## src/rtl/axi_pkg.sv

```systemverilog
`default_nettype none
// +------------------------------------------------------------------+
// | axi_pkg : shared AXI interconnect types, IDs and address decoder |
// | Rev 1.0                                                          |
// +------------------------------------------------------------------+
package axi_pkg;

  localparam int AXI_ADDR_W = 32;

  // Bit positions of each master inside one-hot request/grant vectors
  localparam int LOCK_M0_BIT = 0;
  localparam int LOCK_M1_BIT = 1;

  typedef enum logic [1:0] {
    LOCK_FREE = 2'd0,
    LOCK_M0   = 2'd1,
    LOCK_M1   = 2'd2
  } addr_arb_lock_t;

  typedef enum logic [1:0] {
    SLAVE_0 = 2'd0,
    SLAVE_1 = 2'd1,
    SLAVE_2 = 2'd2
  } addr_dec_result_t;

  typedef logic [3:0] axi_master_id_t;

  localparam axi_master_id_t AXI_MASTER_0_ID = 4'b0001;
  localparam axi_master_id_t AXI_MASTER_1_ID = 4'b0010;

  // Only the upper half-word selects the slave; every address maps somewhere
  function automatic addr_dec_result_t ADDR_DECODER(input logic [AXI_ADDR_W-1:0] addr);
    logic [15:0] upper;
    upper = addr[AXI_ADDR_W-1:AXI_ADDR_W-16];
    if (upper < 16'h0001)
      return SLAVE_0;
    else if (upper <= 16'h000F)
      return SLAVE_1;
    else
      return SLAVE_2;
  endfunction

endpackage
`default_nettype wire

```

## src/rtl/axi_ar_prio.sv

```systemverilog
`default_nettype none
// +------------------------------------------------------------------+
// | axi_ar_prio : two-request tie-break, one-hot grant output         |
// | Rev 1.0                                                          |
// +------------------------------------------------------------------+
module axi_ar_prio
  import axi_pkg::*;
(
  input  logic [1:0] req,
  input  logic       last_grant,
  output logic [1:0] grant
);

  // last_grant = 1 means M1 won last, so M0 takes a tie
  assign grant[LOCK_M0_BIT] = req[LOCK_M0_BIT] & (~req[LOCK_M1_BIT] |  last_grant);
  assign grant[LOCK_M1_BIT] = req[LOCK_M1_BIT] & (~req[LOCK_M0_BIT] | ~last_grant);

endmodule
`default_nettype wire

```

## src/rtl/axi_ar_arbiter.sv

```systemverilog
`default_nettype none
// +------------------------------------------------------------------+
// | axi_ar_arbiter : AR channel arbiter, 2 masters -> 3 slaves        |
// | Option macro AXI_AR_RR_EN: round-robin tie-break. Rev 1.0         |
// +------------------------------------------------------------------+
`ifndef AXI_ID_BITS
`define AXI_ID_BITS 4
`endif
`ifndef AXI_IDS_BITS
`define AXI_IDS_BITS 8
`endif
`ifndef AXI_ADDR_BITS
`define AXI_ADDR_BITS 32
`endif
`ifndef AXI_LEN_BITS
`define AXI_LEN_BITS 4
`endif
`ifndef AXI_SIZE_BITS
`define AXI_SIZE_BITS 3
`endif

module axi_ar_arbiter
  import axi_pkg::*;
#(
  parameter int NUM_SLV = 3
) (
  input  logic                       clk,
  input  logic                       rst,

  input  logic [`AXI_ID_BITS-1:0]    ARID_M0,
  input  logic [`AXI_ADDR_BITS-1:0]  ARADDR_M0,
  input  logic [`AXI_LEN_BITS-1:0]   ARLEN_M0,
  input  logic [`AXI_SIZE_BITS-1:0]  ARSIZE_M0,
  input  logic [1:0]                 ARBURST_M0,
  input  logic                       ARVALID_M0,
  output logic                       ARREADY_M0,

  input  logic [`AXI_ID_BITS-1:0]    ARID_M1,
  input  logic [`AXI_ADDR_BITS-1:0]  ARADDR_M1,
  input  logic [`AXI_LEN_BITS-1:0]   ARLEN_M1,
  input  logic [`AXI_SIZE_BITS-1:0]  ARSIZE_M1,
  input  logic [1:0]                 ARBURST_M1,
  input  logic                       ARVALID_M1,
  output logic                       ARREADY_M1,

  output logic [`AXI_IDS_BITS-1:0]   ARID_S0,
  output logic [`AXI_ADDR_BITS-1:0]  ARADDR_S0,
  output logic [`AXI_LEN_BITS-1:0]   ARLEN_S0,
  output logic [`AXI_SIZE_BITS-1:0]  ARSIZE_S0,
  output logic [1:0]                 ARBURST_S0,
  output logic                       ARVALID_S0,
  input  logic                       ARREADY_S0,

  output logic [`AXI_IDS_BITS-1:0]   ARID_S1,
  output logic [`AXI_ADDR_BITS-1:0]  ARADDR_S1,
  output logic [`AXI_LEN_BITS-1:0]   ARLEN_S1,
  output logic [`AXI_SIZE_BITS-1:0]  ARSIZE_S1,
  output logic [1:0]                 ARBURST_S1,
  output logic                       ARVALID_S1,
  input  logic                       ARREADY_S1,

  output logic [`AXI_IDS_BITS-1:0]   ARID_S2,
  output logic [`AXI_ADDR_BITS-1:0]  ARADDR_S2,
  output logic [`AXI_LEN_BITS-1:0]   ARLEN_S2,
  output logic [`AXI_SIZE_BITS-1:0]  ARSIZE_S2,
  output logic [1:0]                 ARBURST_S2,
  output logic                       ARVALID_S2,
  input  logic                       ARREADY_S2
);

  addr_arb_lock_t   state;
  addr_dec_result_t target;

  logic [1:0]         grant;
  logic [NUM_SLV-1:0] slv_ready;
  logic [NUM_SLV-1:0] slv_valid;
  logic               sel_ready;
  logic               lock_valid;
  logic               sel_m1;

  logic [`AXI_IDS_BITS-1:0]  sel_id;
  logic [`AXI_ADDR_BITS-1:0] sel_addr;
  logic [`AXI_LEN_BITS-1:0]  sel_len;
  logic [`AXI_SIZE_BITS-1:0] sel_size;
  logic [1:0]                sel_burst;

`ifdef AXI_AR_RR_EN
  logic last_grant;
`else
  localparam logic LAST_GRANT_FIXED = 1'b1;
`endif

  axi_ar_prio u_prio (
    .req        ({ARVALID_M1, ARVALID_M0}),
`ifdef AXI_AR_RR_EN
    .last_grant (last_grant),
`else
    .last_grant (LAST_GRANT_FIXED),
`endif
    .grant      (grant)
  );

  assign slv_ready = {ARREADY_S2, ARREADY_S1, ARREADY_S0};

  // Route by the registered target; the address is not re-decoded while locked
  always_comb begin
    sel_ready = 1'b0;
    case (target)
      SLAVE_0: sel_ready = slv_ready[0];
      SLAVE_1: sel_ready = slv_ready[1];
      SLAVE_2: sel_ready = slv_ready[2];
      default: sel_ready = 1'b0;
    endcase
  end

  always_comb begin
    lock_valid = 1'b0;
    if (state == LOCK_M0)
      lock_valid = ARVALID_M0;
    else if (state == LOCK_M1)
      lock_valid = ARVALID_M1;
  end

  always_comb begin
    slv_valid = '0;
    case (target)
      SLAVE_0: slv_valid[0] = lock_valid;
      SLAVE_1: slv_valid[1] = lock_valid;
      SLAVE_2: slv_valid[2] = lock_valid;
      default: slv_valid    = '0;
    endcase
  end

  always_ff @(posedge clk) begin
    if (rst) begin
      state  <= LOCK_FREE;
      target <= SLAVE_0;
`ifdef AXI_AR_RR_EN
      last_grant <= 1'b1;
`endif
    end else begin
      case (state)
        LOCK_FREE: begin
          if (grant[LOCK_M0_BIT]) begin
            state  <= LOCK_M0;
            target <= ADDR_DECODER(ARADDR_M0);
          end else if (grant[LOCK_M1_BIT]) begin
            state  <= LOCK_M1;
            target <= ADDR_DECODER(ARADDR_M1);
          end
        end
        LOCK_M0: begin
          if (ARVALID_M0 && sel_ready) begin
            state <= LOCK_FREE;
`ifdef AXI_AR_RR_EN
            last_grant <= 1'b0;
`endif
          end
        end
        LOCK_M1: begin
          if (ARVALID_M1 && sel_ready) begin
            state <= LOCK_FREE;
`ifdef AXI_AR_RR_EN
            last_grant <= 1'b1;
`endif
          end
        end
        default: state <= LOCK_FREE;
      endcase
    end
  end

  // Payload follows the lock owner on every slave port; only ARVALID is steered
  assign sel_m1    = (state == LOCK_M1);
  assign sel_id    = sel_m1 ? {AXI_MASTER_1_ID, ARID_M1} : {AXI_MASTER_0_ID, ARID_M0};
  assign sel_addr  = sel_m1 ? ARADDR_M1  : ARADDR_M0;
  assign sel_len   = sel_m1 ? ARLEN_M1   : ARLEN_M0;
  assign sel_size  = sel_m1 ? ARSIZE_M1  : ARSIZE_M0;
  assign sel_burst = sel_m1 ? ARBURST_M1 : ARBURST_M0;

  assign ARREADY_M0 = (state == LOCK_M0) & sel_ready;
  assign ARREADY_M1 = (state == LOCK_M1) & sel_ready;

  assign ARVALID_S0 = slv_valid[0];
  assign ARVALID_S1 = slv_valid[1];
  assign ARVALID_S2 = slv_valid[2];

  assign ARID_S0    = sel_id;
  assign ARID_S1    = sel_id;
  assign ARID_S2    = sel_id;
  assign ARADDR_S0  = sel_addr;
  assign ARADDR_S1  = sel_addr;
  assign ARADDR_S2  = sel_addr;
  assign ARLEN_S0   = sel_len;
  assign ARLEN_S1   = sel_len;
  assign ARLEN_S2   = sel_len;
  assign ARSIZE_S0  = sel_size;
  assign ARSIZE_S1  = sel_size;
  assign ARSIZE_S2  = sel_size;
  assign ARBURST_S0 = sel_burst;
  assign ARBURST_S1 = sel_burst;
  assign ARBURST_S2 = sel_burst;

endmodule
`default_nettype wire

```

## config.mk

```make
export PLATFORM = sky130hd
export DESIGN_NAME = axi_ar_arbiter
export DESIGN_NICKNAME = d
export VERILOG_FILES = /design/src/rtl/axi_pkg.sv /design/src/rtl/axi_ar_prio.sv /design/src/rtl/axi_ar_arbiter.sv
export SDC_FILE = /design/constraint.sdc
export NUM_CORES = 1
export LEC_CHECK = 0
export BUFFER_PORTS_ARGS = -buffer_cell sky130_fd_sc_hd__buf_2
export CORE_AREA = 2 2 96 98
export CTS_BUF_LIST = sky130_fd_sc_hd__clkbuf_8
export DETAILED_ROUTE_END_ITERATION = 8
export DIE_AREA = 0 0 98 100
export GPL_TIMING_DRIVEN = 0
export PLACE_DENSITY = 0.66
export SYNTH_ARGS = -nofsm -noshare
export SYNTH_HDL_FRONTEND = slang
export SYNTH_SLANG_ARGS = --single-unit
export TNS_END_PERCENT = 5
```

## constraint.sdc

```tcl
create_clock -name clk -period 1.85 [get_ports clk]
set_clock_uncertainty 0.1 [all_clocks]
set_input_delay 0.0925 -clock clk [delete_from_list [all_inputs] [get_ports clk]]
set_output_delay 0.0925 -clock clk [all_outputs]
set_load 0.01 [all_outputs]
```

==> impl_metrics.py, run 1 <==
metrics = {
    "floorplan": {
        "die_w_um": 98,
        "initial_utilization_pct": 18.6,
        "io_pins": 249,
        "dieArea_um2": 9800,
        "die_h_um": 100,
        "fp-row-count": 35,
        "core_um2": 8890,
    },
    "global_route": {
        "grt_max_degree": 13,
        "antenna_found_initial": 0,
        "grt-ovfl-total": 0,
        "track_usage_pct": 13.2,
        "first_global_vias": 2262,
        "grt_pass1_wl_mm": 10.7,
    },
    "logic_synthesis": {
        "synthMuxAreaShare_pct": 0.605,
        "synth_area_um2": 1650,
        "synth_top_family_by_area": "buffers and inverters",
        "synth_area_leaders": "buf_4 46%, nand2_1 31%, dfxtp_1 4.8%",
        "yosysTopAreaCellShare_pct": 45.8,
        "seq_area_frac_synth_pct": 4.84,
        "synth_compound_area_share_pct": 3.93,
        "synthXorXnorAreaFrac_pct": 0,
        "ys_seq_elements": 4,
        "synth_cells": 292,
        "synth_area_leader_cell": "buf_4",
        "synth.avg_cell_area_um2": 5.66,
        "yosys_warnings": 0,
        "synthArstFlopShare_pct": 0,
        "synth-main-ff-cell": "dfxtp_1",
        "synth_simple_gate_area_share_pct": 41.1,
        "synth_cell_type_count": 26,
        "synth_adder_area_share_pct": 0,
        "synth_edf_count": 0,
    },
    "setup_path": {
        "arrival_ns": 1.55,
        "crit_type": "reg2out",
        "crit_path_end_kind": "output port",
        "critPathLaunchType": "flip-flop",
        "timing.rr.start": "target[1]",
        "crit_fanout": 10,
        "cp.required_ns": 1.66,
        "startpoint": "state[0]",
    },
    "cts": {
        "hold_buffers": 0,
        "clockBufferDepth": 2,
        "clk_pin_slew_ns": 0.03,
        "numCtsBuffers": 3,
        "clk_latency_ns": 0.21,
        "cts_htree_levels": 1,
        "cts_root_buf": "clkbuf_8",
        "cts_tree": "built",
        "cts.sinks": 4,
    },
    "drt": {
        "vias": 2571,
        "via_per_inst": 3.94,
        "detail-route-antenna-nets": 0,
        "avgRoutedWirePerCell_um": 11.1,
        "dr.pass1.iters": 4,
        "post-route-drc-count": 0,
        "drt_iter0_drc": 80,
        "drt-total-wl_mm": 7.26,
    },
    "finish": {
        "drive_above_1_share_pct": 67.1,
        "final_cell_mix": "245 x buf_2, 136 x nand2_1, 102 x buf_4",
        "multiInputGateArea_um2": 788,
        "area_delta_synth_final_pct": 87.1,
        "utilization_pct": 34.8,
        "final_nets": 640,
        "seq_area_um2": 82.6,
        "mostFrequentLayoutCell": "buf_2",
        "num_antenna_cells": 0,
        "nFillCells": 970,
        "final_cell_count_no_fill": 652,
    },
    "placed_design": {
        "dp_slack_ns": -0.0514,
        "dpl.hpwl_mm": 6.49,
        "numPortBuffers": 242,
        "gp_congestion": 0.841,
        "dpl.cell_count": 650,
    },
    "run": {
        "maxCapViolations": 0,
    },
    "sta": {
        "slew_viol_final": 0,
        "finalSetupViolCount": 0,
        "fin_ws_ns": 0.110,
        "period_share_pct": 94.1,
        "fin_setup_tns_ns": 0,
        "hold_viol": 0,
        "rsz0062_at_grt": "no",
        "post-route-min-period_ns": 1.74,
        "fmaxAchievable_mhz": 575,
    },
    "pwr": {
        "vdd_drop_max_uv": 388,
        "cellPowerDensity_nw_per_um2": 428,
        "power_leakage_nw": 2.04,
    },
    "worst_hold_path": {
        "hold_path.class": "in2reg",
        "hold_start": "rst",
    },
    "status": {
        "status": "completed",
    },
}
through the flow:
step / area, um2 / hold slack, ns / total power, mW
after global routing: 3100 / 0.0331 / 1.43
after global placement: 3020 / 0.226 / 1.13
after detailed placement: 3020 / 0.235 / 1.14
after CTS: 3090 / 0.0139 / 1.34
after floorplan: 1670 / 0.0616 / 0.709
final: 3100 / 0.0225 / 1.32
state kept, by name, indices dropped and copies added (netlist names):
| signal | cells |
|---|---|
| target | 2 |
| state | 2 |
final timing paths:
| check | end | slack [ns] | cells past startpoint |
|---|---|---|---|
| setup / recovery | ARADDR_S1[18] | 0.11 | 7 |
| hold / removal | target[1] | 0.02 | 2 |
| setup reg to reg | state[1] | 0.53 | 4 |
| hold reg to reg | state[1] | 0.37 | 1 |
what timing repair did:
action	4_1_cts	5_1_grt
endpoints found under the hold margin	0	0
setup endpoints to repair	120	24
gates resized for setup	10	3
buffers inserted	0	0
worst max-delay path, cell delays in order (launching register included):
cell and delay [ns]:
dfxtp_2 0.36, nand2b_4 0.16, buf_6 0.16, buf_6 0.16, nand2_1 0.09, nand2_1 0.16
buf_4 0.13, buf_2 0.11
power breakdown:
group	switching [mW]	internal (mW)	leakage, nW	total [mW]
combinational	0.494	0.546	1.98	1.04
clock	0.0418	0.138	0.0216	0.180
sequential	0.0104	0.0938	0.0336	0.104
synthesized netlist by cell type, types with 2 or more instances:
master / n
nor3_1: 3
nand3b_1: 3
nor3b_1: 3
nand2_1: 137
nand4_1: 2
nor4_1: 5
a21oi_1: 3
buf_2: 9
dfxtp_1: 4
o21ai_1: 2
buf_4: 101
nor2_1: 6
layout make-up:
type | instances | share of cell area (%)
tap | 111 | 4.49
buffer | 110 | 26.6
multi-input combinational | 180 | 25.5
sequential | 4 | 2.67
timing repair buffer | 242 | 39.1
inverter | 2 | 0.323
clock buffer | 3 | 1.33
cell families after synthesis:
logic type / after synthesis
multiplexers: 1
flip-flops: 4
AND/OR/NAND/NOR: 163
AO/OA/AOI/OAI: 10
buffers and inverters: 113
other: 1
metal layers:
metal	wire length [um]	global-route usage [%]	up-vias
met3	668	2.37	4
met2	3860	27.1	159
li1	-	-	1308
met5	0	0	-
met1	2680	14.7	1100
met4	42	0.641	0
Power figures use the tool's default switching activity.
==> inputs of run 2 (changes only) <==
--- a/config.mk
+++ b/config.mk
@@ -14,5 +14,6 @@
 export PLACE_DENSITY = 0.66
 export SYNTH_ARGS = -nofsm -noshare
 export SYNTH_HDL_FRONTEND = slang
+export SYNTH_HIERARCHICAL = 1
 export SYNTH_SLANG_ARGS = --single-unit
 export TNS_END_PERCENT = 5
==> impl_metrics.py, run 2 <==
metrics = {
    "status": {
        "status": "completed",
    },
    "logic_synthesis": {
        "synth_area_leaders": "buf_4 46%, nand2_1 31%, dfxtp_1 4.8%",
        "seq_area_frac_synth_pct": 4.82,
        "synth_cell_type_count": 30,
        "yosysTopAreaCellShare_pct": 45.7,
        "synth-main-ff-cell": "dfxtp_1",
        "yosysMostFrequentCell": "nand2_1",
        "synth_cells": 294,
        "synth_edf_count": 0,
        "synth_area_um2": 1660,
        "ys_seq_elements": 4,
        "yosys-top-cells-count": "136 x nand2_1, 101 x buf_4, 5 x nor4_1",
        "synth.avg_cell_area_um2": 5.65,
        "yosys_warnings": 6,
        "synthArstFlopShare_pct": 0,
        "synth_area_leader_cell": "buf_4",
    },
    "cts": {
        "clk_pin_slew_ns": 0.03,
        "numCtsBuffers": 3,
        "cts_htree_levels": 1,
        "clockBufferDepth": 2,
        "cts_tree": "built",
        "clk_latency_ns": 0.22,
        "cts_root_buf": "clkbuf_8",
        "cts.sinks": 4,
    },
    "drt": {
        "drt_iter0_drc": 50,
        "drt-total-wl_mm": 7.23,
        "vias": 2548,
        "dr.pass1.iters": 4,
        "via_per_inst": 3.88,
        "detail-route-antenna-nets": 0,
        "post-route-drc-count": 0,
        "avgRoutedWirePerCell_um": 11.0,
    },
    "sta": {
        "slew_headroom_pct": 52.7,
        "slew_viol_final": 0,
        "hold_viol": 0,
        "finalSetupViolCount": 0,
        "period_share_pct": 93.5,
        "fmaxAchievable_mhz": 578,
        "tightest_slew_ns": 0.699,
        "fin_hold_ws_ns": 0.138,
        "rsz0062_at_grt": "yes",
        "post-route-min-period_ns": 1.73,
    },
    "pwr": {
        "cellPowerDensity_nw_per_um2": 463,
        "power_leakage_nw": 2.07,
        "vdd_drop_max_uv": 149,
    },
    "placed_design": {
        "numPortBuffers": 242,
        "dpl.hpwl_mm": 6.34,
        "dpl.cell_count": 653,
        "gp_congestion": 0.835,
        "place_area_um2": 3030,
    },
    "finish": {
        "drive_above_1_share_pct": 66.1,
        "final_cell_area_um2": 3140,
        "final_nets": 645,
        "multiInputGateArea_um2": 801,
        "mostFrequentLayoutCell": "buf_2",
        "nFillCells": 995,
        "top_regs": "state (2), target (2)",
        "seq_area_um2": 82.6,
        "num_antenna_cells": 0,
        "final_cell_mix": "242 x buf_2, 135 x nand2_1, 104 x buf_4",
        "final_cell_count_no_fill": 657,
        "area_delta_synth_final_pct": 89.3,
    },
    "worst_hold_path": {
        "hold_start": "ARVALID_M0",
        "hold_path.class": "in2reg",
    },
    "floorplan": {
        "core_um2": 8890,
        "initial_utilization_pct": 18.7,
        "io_pins": 249,
        "fp-row-count": 35,
        "die_h_um": 100,
        "dieArea_um2": 9800,
        "die_w_um": 98,
    },
    "setup_path": {
        "startpoint": "state[0]",
        "timing.rr.start": "state[1]",
        "crit_path_end_kind": "output port",
        "cp.required_ns": 1.66,
        "crit_type": "reg2out",
        "critPathLaunchType": "flip-flop",
        "reg2reg_slack_ns": 0.17,
        "crit_fanout": 12,
        "arrival_ns": 1.54,
    },
    "run": {
        "maxCapViolations": 0,
    },
    "global_route": {
        "grt_pass1_wl_mm": 10.5,
        "track_usage_pct": 13.0,
        "grt_max_degree": 13,
        "grt-ovfl-total": 0,
        "antenna_found_initial": 0,
        "first_global_vias": 2225,
    },
}
run 2: changes by cell type after synthesis, sizes merged, moves of 2 or more:
cell / change
or4: +4
nor2: -3
a21boi: +2
buf: -2
clkbuf: +2
nand3b: -2
run 2: worst max-delay path: stages, from the launching register on:
cell and delay (ns):
dfxtp_2 0.34, nand2b_4 0.16, inv_1 0.08, buf_6 0.16
buf_6 0.16, nand2_1 0.06, nand2_1 0.12, buf_4 0.12
buf_2 0.12
run 2: where the power goes:
group / switching (mW) / leakage, nW / internal [mW] / total (mW)
Clock: 0.0434 / 0.0216 / 0.139 / 0.182
Sequential: 0.0142 / 0.0338 / 0.0969 / 0.111
Combinational: 0.548 / 2.02 / 0.614 / 1.16
run 2: logic make-up (layout without fill, tap and decap cells):
| logic type | after synthesis | in the layout | share of synthesized area, % |
|---|---|---|---|
| flip-flops | 4 | 4 | 4.82 |
| buffers and inverters | 114 | 360 | 48.9 |
| other | 2 | 8 | 0.452 |
| multiplexers | 1 | 1 | 0.603 |
| AO/OA/AOI/OAI | 12 | 12 | 4.97 |
| AND/OR/NAND/NOR | 161 | 161 | 40.2 |
run 2: through the flow:
stage	total power [mW]	setup slack (ns)	utilization, %	TNS (ns)
2_1_floorplan	0.791	0.301	-	0
3_3_place_gp	1.25	-0.164	34.1	-4.01
3_5_place_dp	1.26	-0.179	34.1	-6.51
4_1_cts	1.46	0.0344	35.1	0
5_1_grt	1.57	-0.00183	35.4	-0.00189
6_report	1.46	0.121	35.4	0
run 2: cell type report:
type / instances / area share (%)
plain buffers: 111 / 27.0
clock buffers: 3 / 1.31
inverters: 3 / 0.358
multi-input cells: 182 / 25.5
flip-flops and latches: 4 / 2.63
well taps: 111 / 4.42
repair buffers: 243 / 38.9
run 2: worst paths after layout:
| check | endpoint | cells past startpoint |
|---|---|---|
| worst max-delay path | ARADDR_S1[30] | 8 |
| worst min-delay path | state[0] | 3 |
| worst max register to register | target[1] | 4 |
| worst min register to register | state[0] | 1 |
run 2: per-layer routing:
metal	GRT usage (%)	wire length (um)
met5	0	0
met1	15.6	2860
met4	3.63	93
met2	24.3	3730
met3	1.46	544
run 2: what timing repair did:
item / CTS / global route
pin swaps: 0 / 0
setup endpoints to repair: 123 / 71
setup buffers: 0 / 0
cloned: 0 / 0
hold endpoints to repair: 1 / 0
hold buffers: 1 / 0
resized for setup: 17 / 7
